`config.mk`:
```
export PLATFORM = sky130hd
export DESIGN_NAME = trng_sampler
export DESIGN_NICKNAME = d
export VERILOG_FILES = /design/src/rtl/trng_sampler.sv
export SDC_FILE = /design/constraint.sdc
export NUM_CORES = 1
export LEC_CHECK = 0
export CORE_ASPECT_RATIO = 1.2
export CORE_MARGIN = 8
export CORE_UTILIZATION = 35
export DETAILED_ROUTE_END_ITERATION = 6
export MAX_ROUTING_LAYER = met4
export PLACE_DENSITY = 0.5
export REMOVE_ABC_BUFFERS = 1
export SETUP_SLACK_MARGIN = 0.3
export SLEW_MARGIN = 20
export SYNTH_ARGS = -nofsm -noshare
export SYNTH_HDL_FRONTEND = slang
export SYNTH_HIERARCHICAL = 1
export SYNTH_SLANG_ARGS = --single-unit
```
`constraint.sdc`:
```
create_clock -name clk -period 2.5 [get_ports clk]
set_input_delay 0.5 -clock clk [delete_from_list [all_inputs] [get_ports clk]]
set_output_delay 0.5 -clock clk [all_outputs]
set_load 0.02 [all_outputs]
```
`src/rtl/trng_sampler.sv`:
```
// Multi-channel ring-oscillator TRNG sampler: synchronise and XOR the channels,
// optionally von Neumann debias, run a repetition-count health test, pack into words.

module trng_sync_ch #(
   parameter int SYNC_STAGES = 2
) (
   input  logic clk,
   input  logic rst,
   input  logic osc,
   output logic sync
);
   logic [SYNC_STAGES-1:0] ff;

   always_ff @(posedge clk) begin
      if (rst) ff <= '0;
      else     ff <= {ff[SYNC_STAGES-2:0], osc};
   end

   assign sync = ff[SYNC_STAGES-1];
endmodule

module trng_sampler #(
   parameter int NUM_CH        = 4,
   parameter int OUT_W         = 8,
   parameter int SYNC_STAGES   = 2,
   parameter int DEBIAS        = 1,
   parameter int WARMUP_CYCLES = 16,
   parameter int REP_LIMIT     = 32
) (
   input  logic              clk,
   input  logic              rst,
   input  logic              en,
   input  logic [NUM_CH-1:0] osc_in,
   output logic [NUM_CH-1:0] osc_en,
   output logic [OUT_W-1:0]  data_out,
   output logic              data_valid,
   input  logic              data_ready,
   output logic              health_fail,
   output logic              busy
);
   localparam int WW = (WARMUP_CYCLES > 1) ? $clog2(WARMUP_CYCLES) : 1;
   localparam int RW = $clog2(REP_LIMIT + 1);
   localparam int BW = $clog2(OUT_W + 1);

   typedef enum logic [1:0] {S_IDLE, S_WARMUP, S_RUN, S_FAIL} state_t;
   state_t state, state_nxt;

   logic [NUM_CH-1:0] sync_bits;
   logic              raw_q;
   logic [WW-1:0]     warm_cnt;
   logic [RW-1:0]     rep_cnt, rep_cnt_run;
   logic              last_raw;
   logic              pair_have, pair_first;
   logic [OUT_W-1:0]  sr, sr_shift;
   logic [BW-1:0]     bit_cnt;
   logic              in_run, trip, emit_v, emit_b;
   logic              buf_free, held, leave_run;

   for (genvar c = 0; c < NUM_CH; c++) begin : g_ch
      trng_sync_ch #(.SYNC_STAGES(SYNC_STAGES)) u_sync (
         .clk  (clk),
         .rst  (rst),
         .osc  (osc_in[c]),
         .sync (sync_bits[c])
      );
   end

   // rep_cnt==0 marks "no previous bit yet", so the first RUN sample counts as 1
   always_comb begin
      in_run      = (state == S_RUN);
      rep_cnt_run = (rep_cnt == '0 || raw_q != last_raw) ? RW'(1) : rep_cnt + RW'(1);
      trip        = in_run && (rep_cnt_run == RW'(REP_LIMIT));
      if (DEBIAS != 0) begin
         emit_v = in_run && pair_have && (pair_first != raw_q);
         emit_b = pair_first;
      end else begin
         emit_v = in_run;
         emit_b = raw_q;
      end
      sr_shift = {sr[OUT_W-2:0], emit_b};
      buf_free = !data_valid || data_ready;
      held     = (bit_cnt == BW'(OUT_W));
   end

   always_comb begin
      state_nxt = state;
      leave_run = 1'b0;
      unique case (state)
         S_IDLE:   if (en) state_nxt = S_WARMUP;
         S_WARMUP: begin
            if (!en)                  state_nxt = S_IDLE;
            else if (warm_cnt == '0)  state_nxt = S_RUN;
         end
         S_RUN: begin
            if (trip) state_nxt = S_FAIL;
            else if (!en) begin
               state_nxt = S_IDLE;
               leave_run = 1'b1;
            end
         end
         S_FAIL:   state_nxt = S_FAIL;
         default:  state_nxt = S_IDLE;
      endcase
   end

   always_ff @(posedge clk) begin
      if (rst) state <= S_IDLE;
      else     state <= state_nxt;
   end

   assign busy        = (state == S_WARMUP) || (state == S_RUN);
   assign health_fail = (state == S_FAIL);
   assign osc_en      = {NUM_CH{busy}};

   always_ff @(posedge clk) begin
      if (rst) begin
         raw_q      <= 1'b0;
         warm_cnt   <= '0;
         rep_cnt    <= '0;
         last_raw   <= 1'b0;
         pair_have  <= 1'b0;
         pair_first <= 1'b0;
         sr         <= '0;
         bit_cnt    <= '0;
         data_out   <= '0;
         data_valid <= 1'b0;
      end else begin
         raw_q <= ^sync_bits;

         if (state == S_IDLE)
            warm_cnt <= WW'(WARMUP_CYCLES - 1);
         else if (state == S_WARMUP && warm_cnt != '0)
            warm_cnt <= warm_cnt - WW'(1);

         // pair phase and run length only live inside RUN
         if (in_run) begin
            rep_cnt   <= rep_cnt_run;
            last_raw  <= raw_q;
            pair_have <= ~pair_have;
            if (!pair_have) pair_first <= raw_q;
         end else begin
            rep_cnt   <= '0;
            pair_have <= 1'b0;
         end

         if (data_valid && data_ready) data_valid <= 1'b0;

         // a completed word parks in sr (bit_cnt==OUT_W) until the buffer frees
         if (held) begin
            if (buf_free) begin
               data_out   <= sr;
               data_valid <= 1'b1;
               bit_cnt    <= '0;
            end
         end else if (emit_v) begin
            sr <= sr_shift;
            if (bit_cnt == BW'(OUT_W - 1)) begin
               if (buf_free) begin
                  data_out   <= sr_shift;
                  data_valid <= 1'b1;
                  bit_cnt    <= '0;
               end else begin
                  bit_cnt <= BW'(OUT_W);
               end
            end else begin
               bit_cnt <= bit_cnt + BW'(1);
            end
         end

         if (state_nxt == S_FAIL) begin
            data_out   <= '0;
            data_valid <= 1'b0;
            sr         <= '0;
            bit_cnt    <= '0;
         end else if (leave_run) begin
            sr      <= '0;
            bit_cnt <= '0;
         end
      end
   end
endmodule

```
* Word-level counts from Yosys, hierarchy flattened
Index checks and enable logic that the tools add are counted.
** Operators by class
- $add $sub $neg :: 3
- Equality and inequality tests :: 11
- Mux-type cells :: 27
- Bitwise operators :: 3
- Reductions and logical operators :: 24
** Operators by type and width (number)
- $mux 8 :: 5
- $mux 4 :: 7
- $mux 2 :: 5
- $mux 1 :: 8
- $pmux 2 s4 :: 1
- $add 6x1->6 const B :: 1
- $eq 2x2->1 const B :: 3
- $eq 6x6->1 const B :: 1
- $logic_not 6->1 :: 1
- $mux 6 :: 1
- $reduce_and 2->1 :: 3
- $reduce_bool 2->1 :: 3
- $logic_and 1x1->1 :: 5
- $add 4x1->4 const B :: 1
- $eq 4x3->1 const B :: 1
- $eq 4x4->1 const B :: 1
- $logic_not 4->1 :: 1
- $ne 2x2->1 const B :: 2
- $reduce_and 4->1 :: 1
- $reduce_bool 4->1 :: 1
- $reduce_or 2->1 :: 2
- $reduce_xor 4->1 :: 1
- $sub 4x1->4 const B :: 1
- $logic_or 1x1->1 :: 3
- other kinds (6) :: 9
** Word-level totals
- Register bits after elaboration :: 45
- Input port bits :: 8
- Output and inout port bits :: 15
- Logic and storage cells :: 83

* Depth between registers and ports, before layout
- Depth after elaboration :: 9
- Mapped depth :: 9
- Depth with buffers taken out :: 7

* Hierarchy
The synthesis kept the hierarchy.
** Modules (own cells, without submodules)
- trng_sampler :: times used 1, cells an instance 216, area an instance 2225.9 um2, seq. area each 740.7 um2
- trng_sync_ch :: times used 4, cells an instance 4, area an instance 52.6 um2, seq. area each 40.0 um2

* Worst setup path after synthesis
OpenSTA, ideal clock, no wires.
- Kind :: reg-to-reg
- Start :: register state[0]
- End :: register bit_cnt[3]
- Library setup time :: 0.160 ns
- Arrival time :: 2.019 ns
- Setup slack :: 0.320 ns
- Stages on the path, launching flop included :: 10
- Path through :: dfxtp_1 inv_1 ha_1 clkbuf_2 or4b_1 o22ai_1 o211ai_2 a22oi_4 buf_12 nor4_2
** On the way
- Word-level cells in the longest chain between the ends :: 6
** Ends and longest elaborated chain
- from (decl) :: RTL line 46 : state_t state, state_nxt;
- from (signal assigned) :: RTL line 108 : else state <= state_nxt;
- $eq 2x2->1 :: RTL line 70, 88
- $logic_and 1x1->1 :: RTL line 72 : trip = in_run && (rep_cnt_run == RW'(REP_LIMIT));
- $mux 2 :: RTL line 95 : if (trip) state_nxt = S_FAIL;
- $pmux 2 s4 :: RTL line 88 : unique case (state)
- $eq 2x2->1 :: RTL line 170 : if (state_nxt == S_FAIL) begin
- $reduce_or 3->1 (no source line)
- to (signal assigned) :: RTL line 163 : bit_cnt <= BW'(OUT_W);
- to (signal assigned) :: RTL line 166 : bit_cnt <= bit_cnt + BW'(1);
- to (decl) :: RTL line 55 : logic [BW-1:0] bit_cnt;
Several ways; a longest one is shown, not always the timed one.
A chain may end at the register's enable or synchronous reset.

* Worst setup path in the final report
- Start :: register warm_cnt[0]
- End :: register data_out[7]
** On the way
- Word-level cells in the longest chain between the ends :: 6
** Ends and longest elaborated chain
- from (decl) :: RTL line 50 : logic [WW-1:0] warm_cnt;
- from (signal assigned) :: RTL line 131 : warm_cnt <= WW'(WARMUP_CYCLES - 1);
- from (signal assigned) :: RTL line 133 : warm_cnt <= warm_cnt - WW'(1);
- $logic_not 4->1 :: RTL line 92 : else if (warm_cnt == '0) state_nxt = S_RUN;
- $mux 2 :: RTL line 92
- $mux 2 :: RTL line 91 : if (!en) state_nxt = S_IDLE;
- $pmux 2 s4 :: RTL line 88
- $eq 2x2->1 :: RTL line 170
- $reduce_or 2->1 (no source line)
- to (signal assigned) :: RTL line 151 : data_out <= sr;
- to (signal assigned) :: RTL line 159 : data_out <= sr_shift;
- to (decl) :: RTL line 35 : output logic [OUT_W-1:0] data_out,
No other way between the ends.

==> impl_metrics.csv <==
group,metric,value,unit
die,initial_utilization,36.0,%
clocking,clkSinkCount,45,
drt,drtAntennaViolNets,0,
final_layout,diodes,0,
drt,post-route-drc-count,0,
worst_setup_path,critical_path_class,"flip-flop to flip-flop",
die,die_area,9900,µm²
die,die_x,92.2,µm
clocking,tritoncts,"yes",
sta,hold_viol,0,
grt,first_global_vias,1719,
worst_setup_path,worstPathCellList,"inv_2 -> ha_2 -> or3b_4 -> a2111o_1 -> o211ai_2 -> a22oi_4 -> clkbuf_16 -> a2111oi_4",
drt,dr.pass1.iters,4,
sta,fin_ws,0.386,ns
synthesis,netlist_area,2440,µm²
final_layout,n_fill_cell,703,
place,globalplace.congestion,0.745,
synthesis,fraction_of_the_mapped_netlist_area_in_simple_logic_gates,22.3,%
place,post-dp-hpwl,3.10,mm
sta,timing.max_slew.rel_slack,68.0,%
power,vdd.ir_drop.worst,0.000295,V
synthesis,synth_edf_count,0,
worst_setup_path,critical_path_peak_fanout,5,
sta,post-route-period-util,84.6,%
synthesis,synth_ff_type,"sky130_fd_sc_hd__dfxtp_1",
synthesis,synth_seq_cells,45,
drt,drt_total_wl,4.61,mm
run_status,status,"complete, no violations",
drt,via_to_cell_ratio,4.94,
sta,finalWorstPathRequiredPeriod,2.11,ns
hold_path,timing.hold.worst.class,"flip-flop to flip-flop",
final_layout,finalNetCount,274,
synthesis,yosys-mux-area-fraction,8.22,%
place,placement.io_buffers,22,
final_layout,layout-drive-gt1-share,20.5,%
synthesis,ys_async_rst_share,0,%
clocking,clock-root-buffer,"sky130_fd_sc_hd__clkbuf_8",
die,core_area,6770,µm²
grt,grt_antenna_before_repair,0,
synthesis,post_synth.cell_area_avg,10.5,µm²
worst_setup_path,setup.worst_path.end_class,"flip-flop",
synthesis,yosys.area_share.xor_xnor,3.95,%
synthesis,complex_gate_fraction_of_the_synthesized_area,17.7,%
power,power.static_leakage,0.00101,µW
worst_setup_path,arrival,2.32,ns
sta,clock-skew-final,0.00415,ns
worst_setup_path,crit_buf_inv,2,
worst_setup_path,worst-endpoint-required,2.71,ns
grt,overflow_left_after_global_routing,0,
die,std_cell_rows,33,
grt,grt_start_max_net_pins,24,
synthesis,synth_top_family_by_area,"simple AND/OR/NAND/NOR gates",
final_layout,area.growth.synth_to_final,18.6,%
sta,max_clock_freq,473,MHz
synthesis,synth-seq-area-share,37.0,%
flow_run,maximum_capacitance_violations,0,
power,total_power,1350,µW
sta,worst_pin_slew,0.476,ns
place,setup_slack_placement,0.102,ns
clocking,cts-htree-levels,2,
grt,grt_util_all_layers,9.97,%
synthesis,synth-adder-area-share,4.62,%
worst_setup_path,max_stage_delay,0.40,ns
synthesis,synth.yosys.warnings,6,
clocking,clk_pin_slew,0.09,ns
sta,grt_setup_unrepaired,"no",
clocking,clock_latency,0.30,ns
drt,post_drt_wl_per_cell,13.4,µm
synthesis,synthDistinctLibCells,51,
clocking,clock_path_buffers,2,
synthesis,netlist_instances,232,
sta,slew_viol_final,0,
sta,setup_viol_count_final,0,
drt,dr_total_vias,1703,
die,chipHeight,107,µm
drt,initial_drc_count,71,
die,ios,23,
worst_setup_path,critical_path.top_delay_family,"compound AO/OA/AOI/OAI gates",
power,cellPowerDensity,468,nW/µm²
worst_setup_path,kind_of_launch_point_of_the_worst_setup_path,"flip-flop",
grt,global_route_wire_length_before_repair,8.00,mm
clocking,numCtsBuffers,5,
worst_setup_path,timing.critical_path.slowest_stage_cell,"sky130_fd_sc_hd__a2111o_1",
## report_power, final
part	total, µW	internal [µW]	switching, µW
clock network	479	204	275
logic	130	55.1	74.6
registers	745	733	11.8
total	1350	992	361
## placed cells by master, fill, tap and decap left out, drive strengths merged, types with 2 or more instances in the layout
cell / n
a2111oi: 8
a211oi: 2
a21oi: 9
a22oi: 3
a41oi: 2
and3: 2
and3b: 4
buf: 11
clkbuf: 6
clkdlybuf4s50: 16
clkinv: 2
dfxtp: 45
dlygate4sd2: 5
ha: 9
inv: 13
mux2i: 20
nand2: 7
nand2b: 2
nand3: 3
nand3b: 3
nor2: 24
nor2b: 13
nor3: 2
nor3b: 2
nor4: 14
o21ai: 4
xnor2: 6
xor2: 5
## worst paths after layout
| kind | start | endpoint | slack (ns) | depth (start not counted) |
|---|---|---|---|---|
| max | warm_cnt[0] | data_out[7] | 0.39 | 8 |
| min | g_ch[0].u_sync/ff[0] | g_ch[0].u_sync/ff[1] | 0.44 | 1 |
| max reg2reg | warm_cnt[0] | data_out[7] | 0.39 | 8 |
| min reg2reg | g_ch[0].u_sync/ff[0] | g_ch[0].u_sync/ff[1] | 0.44 | 1 |
## worst reg2reg max path: stages (launching register included)
cell	delay [ns]
sky130_fd_sc_hd__dfxtp_2	0.33
sky130_fd_sc_hd__inv_2	0.06
sky130_fd_sc_hd__ha_2	0.18
sky130_fd_sc_hd__or3b_4	0.38
sky130_fd_sc_hd__a2111o_1	0.40
sky130_fd_sc_hd__o211ai_2	0.10
sky130_fd_sc_hd__a22oi_4	0.12
sky130_fd_sc_hd__clkbuf_16	0.19
sky130_fd_sc_hd__a2111oi_4	0.25
## synth_stat cells (all sizes together), types with 2 or more instances
cell	n	area, µm²
dfxtp	45	901
nor2	24	92.6
mux2i	20	200
nor4	14	171
nor2b	13	81.3
inv	12	45.0
a21oi	9	45.0
buf	9	81.3
ha	9	113
a2111oi	8	208
nand2	7	26.3
clkbuf	6	25.0
xnor2	6	52.6
xor2	5	43.8
and3b	4	35.0
o21ai	4	20.0
a22oi	3	36.3
nand3	3	15.0
nand3b	3	22.5
a211oi	2	15.0
a41oi	2	17.5
and3	2	12.5
nand2b	2	12.5
nor3	2	10.0
nor3b	2	20.0
## repair_timing
item                                    CTS  global route
resized for setup                         5            10
hold endpoints to repair                  0             0
hold buffers                              0             0
cloned                                    0             2
endpoints found under the setup margin    5            21
pin swaps                                 0             3
setup buffers                             0             1
## metrics by stage
stage / util (%) / hold slack (ns) / setup TNS (ns) / cell area (µm²) / std cells
floorplan: - / 0.414 / -0.00650 / 2330 / 217
global placement: 40.3 / 0.420 / 0 / 2730 / 334
detailed placement: 40.3 / 0.426 / 0 / 2730 / 334
CTS: 41.6 / 0.450 / 0 / 2820 / 342
global route: 42.7 / 0.468 / 0 / 2890 / 345
finish: 42.7 / 0.443 / 0 / 2890 / 345
## routing by layer
layer	up-vias	track usage [%]	share of wire [%]
li1	878	-	-
met1	801	12.0	49
met2	20	15.8	47
met3	4	1.74	2.0
met4	0	4.73	1.5
met5	-	-	0
## cell type report
cell class | count | area, µm² | share of cell area [%]
clock buffer | 5 | 68.8 | 2.38
clock inverter | 3 | 26.3 | 0.909
inverter | 12 | 45.0 | 1.56
multi-input combinational | 160 | 1410 | 48.8
sequential | 45 | 905 | 31.3
tap | 87 | 109 | 3.77
timing repair buffer | 33 | 325 | 11.3
## cell families after synthesis
kind of cell / Yosys count
adder cells (fa/ha/maj): 9
XOR/XNOR: 11
AND/OR/NAND/NOR: 82
AO/OA/AOI/OAI: 38
buffers and inverters: 27
flip-flops: 45
multiplexers: 20
## sequential cells by signal, indices dropped and copies added, names as in the netlist, 2 cells and up
signal	count
data_out	8
g_ch.u_sync/ff	8
sr	8
rep_cnt	6
bit_cnt	4
warm_cnt	4
state	2
Power figures use the tool's default switching activity.
